--- config.mk ---
export PLATFORM = sky130hd
export DESIGN_NAME = metaball_frame_sched
export DESIGN_NICKNAME = d
export VERILOG_FILES = /design/src/rtl/lava_pkg.sv /design/src/rtl/frame_tick_gen.sv /design/src/rtl/metaball_frame_sched.sv
export SDC_FILE = /design/constraint.sdc
export NUM_CORES = 1
export LEC_CHECK = 0
export ABC_AREA = 0
export CORE_UTILIZATION = 45
export CTS_BUF_LIST = sky130_fd_sc_hd__clkbuf_8 sky130_fd_sc_hd__clkbuf_16
export DETAILED_ROUTE_END_ITERATION = 16
export PLACE_DENSITY = 0.74
export REMOVE_ABC_BUFFERS = 1
export SETUP_SLACK_MARGIN = 0.2
export SYNTH_ARGS = -nofsm -noshare
export SYNTH_HDL_FRONTEND = slang
export SYNTH_SLANG_ARGS = --single-unit
--- constraint.sdc ---
create_clock -name clk -period 3.15 [get_ports clk]
set_input_delay 0.4725 -clock clk [delete_from_list [all_inputs] [get_ports clk]]
set_output_delay 0.4725 -clock clk [all_outputs]
set_load 0.01 [all_outputs]
--- src/rtl/lava_pkg.sv ---
// Shared types and helpers for the metaball lava-lamp display pipeline.
package lava_pkg;

  localparam int DISP_WIDTH  = 32;
  localparam int DISP_HEIGHT = 64;

  // 16.16 unsigned fixed-point field strength
  typedef logic [31:0] fix_t;

  typedef enum logic [2:0] {
    S_IDLE,
    S_WAIT_TICK,
    S_SAMPLE,
    S_SUM,
    S_OUT,
    S_MOVE
  } sched_state_t;

  function automatic fix_t sat_add(input fix_t a, input fix_t b);
    logic [32:0] s;
    s = {1'b0, a} + {1'b0, b};
    return s[32] ? '1 : s[31:0];
  endfunction

endpackage

--- src/rtl/frame_tick_gen.sv ---
// Free-running frame-rate divider; pulses tick once every FRAME_DIV cycles.
module frame_tick_gen #(
  parameter int FRAME_DIV = 1666667
) (
  input  logic clk,
  input  logic rst_n,
  output logic tick
);

  localparam int CW = (FRAME_DIV > 1) ? $clog2(FRAME_DIV) : 1;

  logic [CW-1:0] cnt;

  assign tick = (cnt == CW'(FRAME_DIV - 1));

  // NOTE: sequential state uses non-blocking assignments so every register samples pre-edge values.
  always_ff @(posedge clk or negedge rst_n) begin
    if (!rst_n)    cnt <= '0;
    else if (tick) cnt <= '0;
    else           cnt <= cnt + CW'(1);
  end

endmodule

--- src/rtl/metaball_frame_sched.sv ---
// Frame scheduler: sweeps the display per frame tick, thresholds the summed
// metaball field per pixel, hands pixels downstream and strobes the position update.
module metaball_frame_sched
  import lava_pkg::*;
#(
  parameter int   WIDTH     = DISP_WIDTH,
  parameter int   HEIGHT    = DISP_HEIGHT,
  parameter int   N_BALLS   = 4,
  parameter fix_t THRESH    = 32'h0001_0000,
  parameter int   FRAME_DIV = 1666667,
  parameter int   LAT       = 2
) (
  input  logic                 clk,
  input  logic                 rst_n,
  input  logic                 run,
  output int                   p_x,
  output int                   p_y,
  input  logic [N_BALLS*32-1:0] ball_out,
  output logic                 mov_en,
  output logic                 pix_valid,
  input  logic                 pix_ready,
  output int                   pix_x,
  output int                   pix_y,
  output logic                 pix_on,
  output logic                 frame_done,
  output logic                 overrun
);

  sched_state_t state, state_nxt;
  logic         tick;
  logic         pending;
  logic [3:0]   wait_cnt;
  fix_t         sum, sum_comb;
  logic         last_wait, last_pix, busy;

  frame_tick_gen #(.FRAME_DIV(FRAME_DIV)) u_tick (
    .clk  (clk),
    .rst_n(rst_n),
    .tick (tick)
  );

  assign last_wait  = (wait_cnt == 4'(LAT - 1));
  assign last_pix   = (p_x == WIDTH - 1) && (p_y == HEIGHT - 1);
  assign busy       = (state == S_SAMPLE) || (state == S_SUM) ||
                      (state == S_OUT)    || (state == S_MOVE);
  // MOVE only follows an accepted last pixel, so these can never overlap pix_valid
  assign mov_en     = (state == S_MOVE);
  assign frame_done = (state == S_MOVE);

  always_comb begin
    sum_comb = '0;
    for (int i = 0; i < N_BALLS; i++) sum_comb = sat_add(sum_comb, ball_out[32*i +: 32]);
  end

  always_ff @(posedge clk or negedge rst_n) begin
    if (!rst_n) state <= S_IDLE;
    else        state <= state_nxt;
  end

  // NOTE: state_nxt gets its default before the case so no branch infers a latch.
  always_comb begin
    state_nxt = state;
    unique case (state)
      S_IDLE:      if (run) state_nxt = S_WAIT_TICK;
      S_WAIT_TICK: if (tick || pending) state_nxt = S_SAMPLE;
      S_SAMPLE:    if (last_wait) state_nxt = S_SUM;
      S_SUM:       state_nxt = S_OUT;
      S_OUT:       if (pix_ready) state_nxt = last_pix ? S_MOVE : S_SAMPLE;
      S_MOVE:      state_nxt = run ? S_WAIT_TICK : S_IDLE;
      default:     state_nxt = S_IDLE;
    endcase
  end

  always_ff @(posedge clk or negedge rst_n) begin
    if (!rst_n) begin
      p_x       <= 0;
      p_y       <= 0;
      pix_x     <= 0;
      pix_y     <= 0;
      pix_on    <= 1'b0;
      pix_valid <= 1'b0;
      overrun   <= 1'b0;
      pending   <= 1'b0;
      wait_cnt  <= '0;
      sum       <= '0;
    end else begin
      // A tick that lands mid-frame is remembered once so the next frame starts immediately
      if (state == S_WAIT_TICK) begin
        pending <= 1'b0;
      end else if (busy && tick) begin
        pending <= 1'b1;
        overrun <= 1'b1;
      end

      case (state)
        S_WAIT_TICK: begin
          if (tick || pending) begin
            p_x      <= 0;
            p_y      <= 0;
            wait_cnt <= '0;
          end
        end
        S_SAMPLE: begin
          if (last_wait) begin
            sum      <= sum_comb;
            wait_cnt <= '0;
          end else begin
            wait_cnt <= wait_cnt + 4'd1;
          end
        end
        S_SUM: begin
          pix_on    <= (sum >= THRESH);
          pix_x     <= p_x;
          pix_y     <= p_y;
          pix_valid <= 1'b1;
        end
        S_OUT: begin
          if (pix_ready) begin
            pix_valid <= 1'b0;
            if (p_x == WIDTH - 1) begin
              p_x <= 0;
              p_y <= (p_y == HEIGHT - 1) ? 0 : p_y + 1;
            end else begin
              p_x <= p_x + 1;
            end
          end
        end
        default: ;
      endcase
    end
  end

endmodule

### Word level (Yosys, flattened, before mapping)

Index checks and enable logic that the tools add are counted.

* flip-flop bits (word level): 192
* bits in latches: 0
* RAM bits: 0
* bits in read-only memories: 0
* input port bits: 132
* word-level logic and storage cells: 79
* memories kept: 0

* $add $sub $neg: 7
* multipliers: 0
* div/mod/pow operators: 0
* magnitude comparators: 1
* eq/ne operators: 14
* shifts and indexed selects: 0
* multiplexer cells: 26
* bitwise logic cells: 1
* reductions and logical operators: 18

Operators with widths (number)
* $mux W32: 9
* $pmux W32 S2: 2
* $add A32 B32 Y33: 3
* $add A32 B2 Y32 const B: 2
* $eq A32 B6 Y1 const B: 1
* $eq A32 B7 Y1 const B: 1
* $ge A32 B17 Y1 const B: 1
* $add A21 B1 Y21 const B: 1
* $eq A21 B21 Y1 const B: 1
* $mux W21: 1
* $pmux W3 S6: 1
* $mux W3: 5
* $ne A2 B2 Y1 const B: 5
* $mux W4: 2
* $pmux W4 S2: 1
* $reduce_and A2 Y1: 4
* $reduce_and A4 Y1: 2
* $reduce_bool A2 Y1: 4
* $eq A3 B2 Y1 const B: 2
* $eq A3 B3 Y1 const B: 2
* $add A4 B1 Y4 const B: 1
* $eq A4 B1 Y1 const B: 1
* $logic_or A1 B1 Y1: 4
* $mux W1: 4
* 6 further kinds: 7

### Logic depth before layout (Yosys ltp)

Gate-level depths: netlist of the first run.

* word-level depth: 7
* gate-level depth with buffers: 35
* mapped depth without buffers: 34

### Hierarchy

From an unflattened synthesis of the first run, not the netlist that was laid out.

* cell total of the unflattened synthesis: 1450
* area, all modules: 12954.9 um2

By module, submodules not included
* metaball_frame_sched: times used 1, cells an instance 1350, area each 11857.6 um2, seq. area each 3878.7 um2
* frame_tick_gen: times used 1, cells an instance 100, area each 1097.3 um2, seq. area each 525.5 um2

### Worst setup path before layout of the first run

No wires, ideal clock.

* path kind: input port to flip-flop
* start point: input port ball_out[0]
* end point: register sum[27]
* setup time: 0.121 ns
* arrival: 7.456 ns
* required time: 3.029 ns
* slack: -4.427 ns
* cell stages on the path: 32
* cell sequence: ha_1 fa_1 a21o_1 a21o_1 a31oi_1 o21ai_1 a21o_1 o311a_1 o221ai_1 and2b_1 clkbuf_1 nand2_1 ha_1 a21o_1 a21o_1 a21o_1 a21o_1 a221oi_1 a21boi_1 o21a_1 nor2_1 clkbuf_1 o21ai_1 ha_1 and2_1 a32o_2 or3_1 or4b_4 a31o_4 a221oi_4 xnor2_1 o22a_1

* longest elaborated chain between the ends: 6

Ends and longest elaborated chain
* start, declared: line metaball_frame_sched.sv:18 `input logic [N_BALLS*32-1:0] ball_out,`
* $add A32 B32 Y33: line lava_pkg.sv:21 `s = {1'b0, a} + {1'b0, b};`
* $mux W32: line lava_pkg.sv:22 `return s[32] ? '1 : s[31:0];`
* $add A32 B32 Y33: line lava_pkg.sv:21
* $mux W32: line lava_pkg.sv:22
* $add A32 B32 Y33: line lava_pkg.sv:21
* $mux W32: line lava_pkg.sv:22
* end signal, assigned: line metaball_frame_sched.sv:105 `sum <= sum_comb;`
* end, declared: line metaball_frame_sched.sv:33 `fix_t sum, sum_comb;`

Every way passes these cells.
A chain may end at the register's enable or synchronous reset.

### Worst setup path after layout of the first run

* start point: input port ball_out[32]
* end point: register sum[31]

The elaborated chain is that of the path after synthesis.

==> results of run 1 <==
## sequential cells by signal, summed over array words and instances (netlist names)
signal	flops
pix_on	1
pending	1
wait_cnt	4
pix_valid	1
u_tick.cnt	21
state	3
pix_x	32
p_x	32
overrun	1
p_y	32
sum	16
pix_y	32
## cells in the mapped netlist (9+ instances only)
master,n
nand3_1,48
nor2b_1,14
and3_1,30
o21bai_1,10
ha_1,106
dfrtp_1,176
nor4_1,21
a31oi_1,15
o21ai_1,33
o21ai_0,70
o31ai_1,9
a21oi_1,90
nand2b_1,27
o211ai_1,10
o21a_1,9
o22a_1,14
xor2_1,56
or3_1,12
nand4_1,39
clkbuf_1,49
xnor2_1,61
nor2_1,123
nand2_1,167
a21o_1,57
mux2_2,62
nor3_1,21
inv_1,30
## kinds of logic after synthesis
logic type	share of synthesized area [%]
mux	5.82
simple gates	19.9
compound gates	18.8
flops	34.3
xor+xnor	7.97
buf+inv	2.51
fa+ha+maj	10.8
## final cells by class
class | instances | area (µm²) | area share (%)
clock buffers | 17 | 425 | 2.14
flip-flops and latches | 176 | 4400 | 22.1
repair buffers | 591 | 5300 | 26.6
clock inverters | 15 | 218 | 1.09
diodes | 4 | 10.0 | 0.0503
inverters | 31 | 116 | 0.585
well taps | 378 | 473 | 2.38
multi-input cells | 1193 | 8960 | 45.0
## stage by stage
| step | utilization (%) | hold slack (ns) |
|---|---|---|
| 3_5_place_dp | 64.2 | 0.461 |
| 2_1_floorplan | - | 0.177 |
| 4_1_cts | 68.9 | 0.0935 |
| 6_report | 71.3 | 0.0687 |
| 3_3_place_gp | 64.2 | 0.466 |
| 5_1_grt | 71.2 | 0.127 |
## layer usage
layer	part of all wire, %	vias to the layer above	GRT usage, %
met5	0.30	-	0
li1	-	6428	-
met2	50	505	46.7
met4	2.3	18	7.76
met3	6.5	103	5.41
met1	41	6314	32.0
## timing repair
item,in CTS,in global routing
setup endpoints to repair,16,38
cloned,3,1
pin swaps,53,98
buffers inserted,21,20
gates resized for setup,105,91
## power by group
part           internal, mW  leakage [nW]  switching, mW
Combinational          2.93          6.53           2.73
Clock                  1.16         0.308           1.04
Sequential             2.43          2.37          0.165
## worst min path at each step
stage               startpoint   endpoint
detailed placement     overrun    overrun
finish                   rst_n  pix_y[21]
CTS                      rst_n  pix_y[29]
floorplan                rst_n    overrun
global route             rst_n  pix_y[29]
global placement        pix_on     pix_on
==> metrics, run 1 <==
RSZ-0062 raised after global routing true; Worst Hold Class primary input to async pin; Synth Warn # 0; first-pass GRT wire length 62400 µm; post-synth top area share 34.3%; latest clock arrival within the worst-skew pair 0.44 ns; setup ws final -4.04 ns; layout net count 2251; register bit total from synthesis 176; VDD IR max 0.000352 V; final clock skew 0.0138 ns; # placed instances 2324; worst setup path class primary input to flop; reg2reg end p_y[31]; initial antenna violation count 13; Post-Layout Cell Count 2405; Initial DRT Pass Iterations 5; gr ovfl total 0; setup_tns -61.70 ns; Post-synth top flop dfrtp_1; clk sinks 176; Yosys top cell by area dfrtp_1; Routed wire per std cell 16.7 µm; Post-DRT Antenna Nets 0; Via Count 13368; clock tree buffer depth 2; H-Tree Depth 4; worst r2r path cells 9; final hold vios 0; PD cells 526 mW/mm²; fin crit share 228%; DRC Markers 0; placed inst area 0.0179 mm²; CTS tree built; CP startpoint kind primary input; Final Cell Area 0.0199 mm²; layout cells sized above 1 28.2%; Initial Util 46.0%; total track usage 26.4%; half-perimeter wire length after placement 29200 µm; failing checks setup timing; Max Freq 139 MHz; crit path from ball_out[32]; Mapped Area 0.0129 mm²; First DRT Iteration DRCs 808; CTS Hold Bufs 0; CP top delay family compound AO/OA/AOI/OAI gates; status finished, violations left; Critical path buffers and inverters 4; Die ar. 0.0292 mm²; vias in the first global route 12961; num ports 265; CTS clk-pin slew, worst paths 0.08 ns; pin count of the biggest net entering global routing 82; Max-slew headroom 50.5%; Die X-Extent 171 µm; GPL Wtd Cong 0.934; shortest period the worst path allows 7.19 ns; R2R setup slack 0.45 ns; Cell Rows 61; # setup viols final 16; area grow syn2layout 54.9%; commonest non-fill, non-tap cell in the layout buf_4; number of CTS-inserted buffers 17; endpoint type of the worst setup path flop; CP peak stage delay 0.54 ns; Die Height 171 µm; total core area 0.0279 mm²; Max Cap Viol 0; CTS root buf clkbuf_16; Avg Cell Area, Syn 8.85 µm²; count of cell types in the netlist 71; Slew Limit Fails 0; fillcell total 1990; WP data arrival 7.54 ns; synthesized instance count 1453; number of synthesized flops with an enable pin 0; Worst Setup Slack post-DPL -5.07 ns; port buffer count 264; commonest non-fill, non-tap cells in the layout buf_4, clkdlybuf4s50_1, dfrtp_1; crit path to sum[31]; via-per-instance ratio 5.56; Crit path depth 34; FF-to-FF Start u_tick.cnt[7]; post-synthesis sequential area ratio 34.3%; Worst-Margin Slew 0.742 ns; Leakage 9.21 nW; final WL 40100 µm; slowest CP cell or4b_4; largest cells by area after synthesis dfrtp_1, ha_1, mux2_2, nand2_1, xnor2_1; fraction of registers with async set/reset 100%; Crit Path Max Fanout 5; critical path required time 3.50 ns; overall power 10.5 mW
Power figures use the tool's default switching activity.
==> run 2: changes to the inputs <==
==> constraint.sdc (replaced) <==
create_clock -name clk -period 8.25 [get_ports clk]
set_input_delay 1.2375 -clock clk [delete_from_list [all_inputs] [get_ports clk]]
set_output_delay 1.2375 -clock clk [all_outputs]
set_load 0.01 [all_outputs]
==> metrics, run 2 (synthesis gave the netlist of run 1 again) <==
num ports 265 (unchanged); vias in the first global route 12166 (-6.1%); Max Freq 126 MHz; # setup viols final 0 (-16); WP data arrival 8.27 ns (+0.73 ns); Max-slew headroom 18.1% (-32 points); final hold vios 0 (unchanged); setup ws final 0.291 ns (+4.33 ns); Routed wire per std cell 16.2 µm (-2.9%); half-perimeter wire length after placement 28300 µm (-3.0%); pin count of the biggest net entering global routing 100 (+22%); total core area 0.0279 mm² (unchanged); DRC Markers 0 (unchanged); Worst-Margin Slew 1.23 ns (+0.484 ns); worst setup path class primary input to flop; fin crit share 96.5%; CP startpoint kind primary input; final clock skew 0.0117 ns (-0.00216 ns); layout net count 2125 (-5.6%); Initial DRT Pass Iterations 5 (unchanged); R2R setup slack 4.49 ns (+4.04 ns); port buffer count 264 (unchanged); setup_tns 0 ns (+61.70 ns); CP peak stage delay 0.51 ns (-0.03 ns); Initial Util 46.0% (unchanged); first-pass GRT wire length 59100 µm (-5.3%); Die Height 171 µm (unchanged); final WL 36900 µm (-8.0%); commonest non-fill, non-tap cells in the layout clkdlybuf4s50_1, buf_4, dfrtp_1; gr ovfl total 0 (unchanged); Crit Path Max Fanout 6 (+1); overall power 3.58 mW (-66%); final core occ 65.6% (-5.7 points); Post-Layout Cell Count 2280 (-5.2%); number of CTS-inserted buffers 17 (unchanged); slowest CP cell or4b_4; clock tree buffer depth 2 (unchanged); shortest period the worst path allows 7.96 ns; Slew Limit Fails 0 (unchanged); Post-DRT Antenna Nets 0 (unchanged); CTS Hold Bufs 0 (unchanged); layout cells sized above 1 19.6% (-8.7 points); GPL Wtd Cong 0.958 (+2.6%); # placed instances 2222 (-4.4%); Hold WS 0.488 ns (+0.420 ns); endpoint type of the worst setup path flop; Worst Setup Slack post-DPL -0.761 ns (+4.30 ns); CTS tree built; commonest non-fill, non-tap cell in the layout clkdlybuf4s50_1; Die X-Extent 171 µm (unchanged); H-Tree Depth 4 (unchanged); clk sinks 176 (unchanged); PD cells 196 mW/mm² (-63%); Die ar. 0.0292 mm² (unchanged); Leakage 8.41 nW (-8.7%); Via Count 12597 (-5.8%); RSZ-0062 raised after global routing true; Final Cell Area 0.0183 mm² (-8.0%); Worst Hold Class flop to flop; via-per-instance ratio 5.53 (-0.60%); critical path required time 8.56 ns (+5.06 ns); CTS root buf clkbuf_16; Max Cap Viol 0 (unchanged); Cell Rows 61 (unchanged); initial antenna violation count 13 (unchanged); VDD IR max 0.000127 V (-64%); status finished, final reports clean; First DRT Iteration DRCs 881 (+9.0%); CTS clk-pin slew, worst paths 0.07 ns (about the same); total track usage 25.0% (-1.3 points); latest clock arrival within the worst-skew pair 0.43 ns (about the same); placed inst area 0.0172 mm² (-4.4%); area grow syn2layout 42.5%
[run 2: changes by cell type in the layout (fill, tap and decap cells not counted), moves of 7 or more]
cell,change
a21oi_1,+16
a21oi_2,-15
ha_1,+12
buf_6,-9
o21ai_2,-13
o21ai_1,+7
nand2_2,-9
buf_4,-108
ha_4,-9
nand2_1,+11
[run 2: critical path: cells and delay by family]
kind / cells / cell delay [ns]
and+or+nand+nor: 6 / 1.33
adders and majority gates: 4 / 0.93
AOI/OAI and AO/OA: 19 / 4.09
xor gates and xnor gates: 1 / 0.11
buffers and inverters: 5 / 0.58
[run 2: repair_timing]
item / 4_1_cts / 5_1_grt
resized for setup: 38 / 51
pin swaps: 34 / 45
setup endpoints to repair: 16 / 16
setup buffers: 10 / 9
gates cloned: 2 / 0
[run 2: power by group]
| group | leakage, nW | switching (mW) | total, mW | internal [mW] |
|---|---|---|---|---|
| Clock | 0.291 | 0.379 | 0.786 | 0.407 |
| Combinational | 5.74 | 0.892 | 1.81 | 0.917 |
| Sequential | 2.37 | 0.0597 | 0.989 | 0.929 |
[run 2: cell type report]
class	instances	area, µm²
timing repair buffer	465	4210
clock buffer	17	425
inverter	31	116
clock inverter	15	168
tap	378	473
antenna	5	12.5
sequential	176	4400
fill	2285	9610
multi-input combinational	1193	8520
[run 2: worst paths after layout]
check,depth (start not counted),start,end
worst max-delay path,35,ball_out[0],sum[27]
worst min-delay path,2,pix_on,pix_on
worst max register to register,9,p_x[15],p_y[31]
worst min register to register,2,pix_on,pix_on
max in group asynchronous,2,rst_n,sum[18]
min in group asynchronous,1,rst_n,pix_y[29]
[run 2: per-layer routing]
metal  up-vias  share of wire [%]  global-route usage [%]  routed length [µm]
li1       6161                  -                       -                   -
met1      5948                 43                    31.5               16000
met4        16                1.9                    5.75                 707
met5         -               0.28                       0                 103
met2       399                 48                    43.2               17600
met3        73                6.7                    5.94                2460
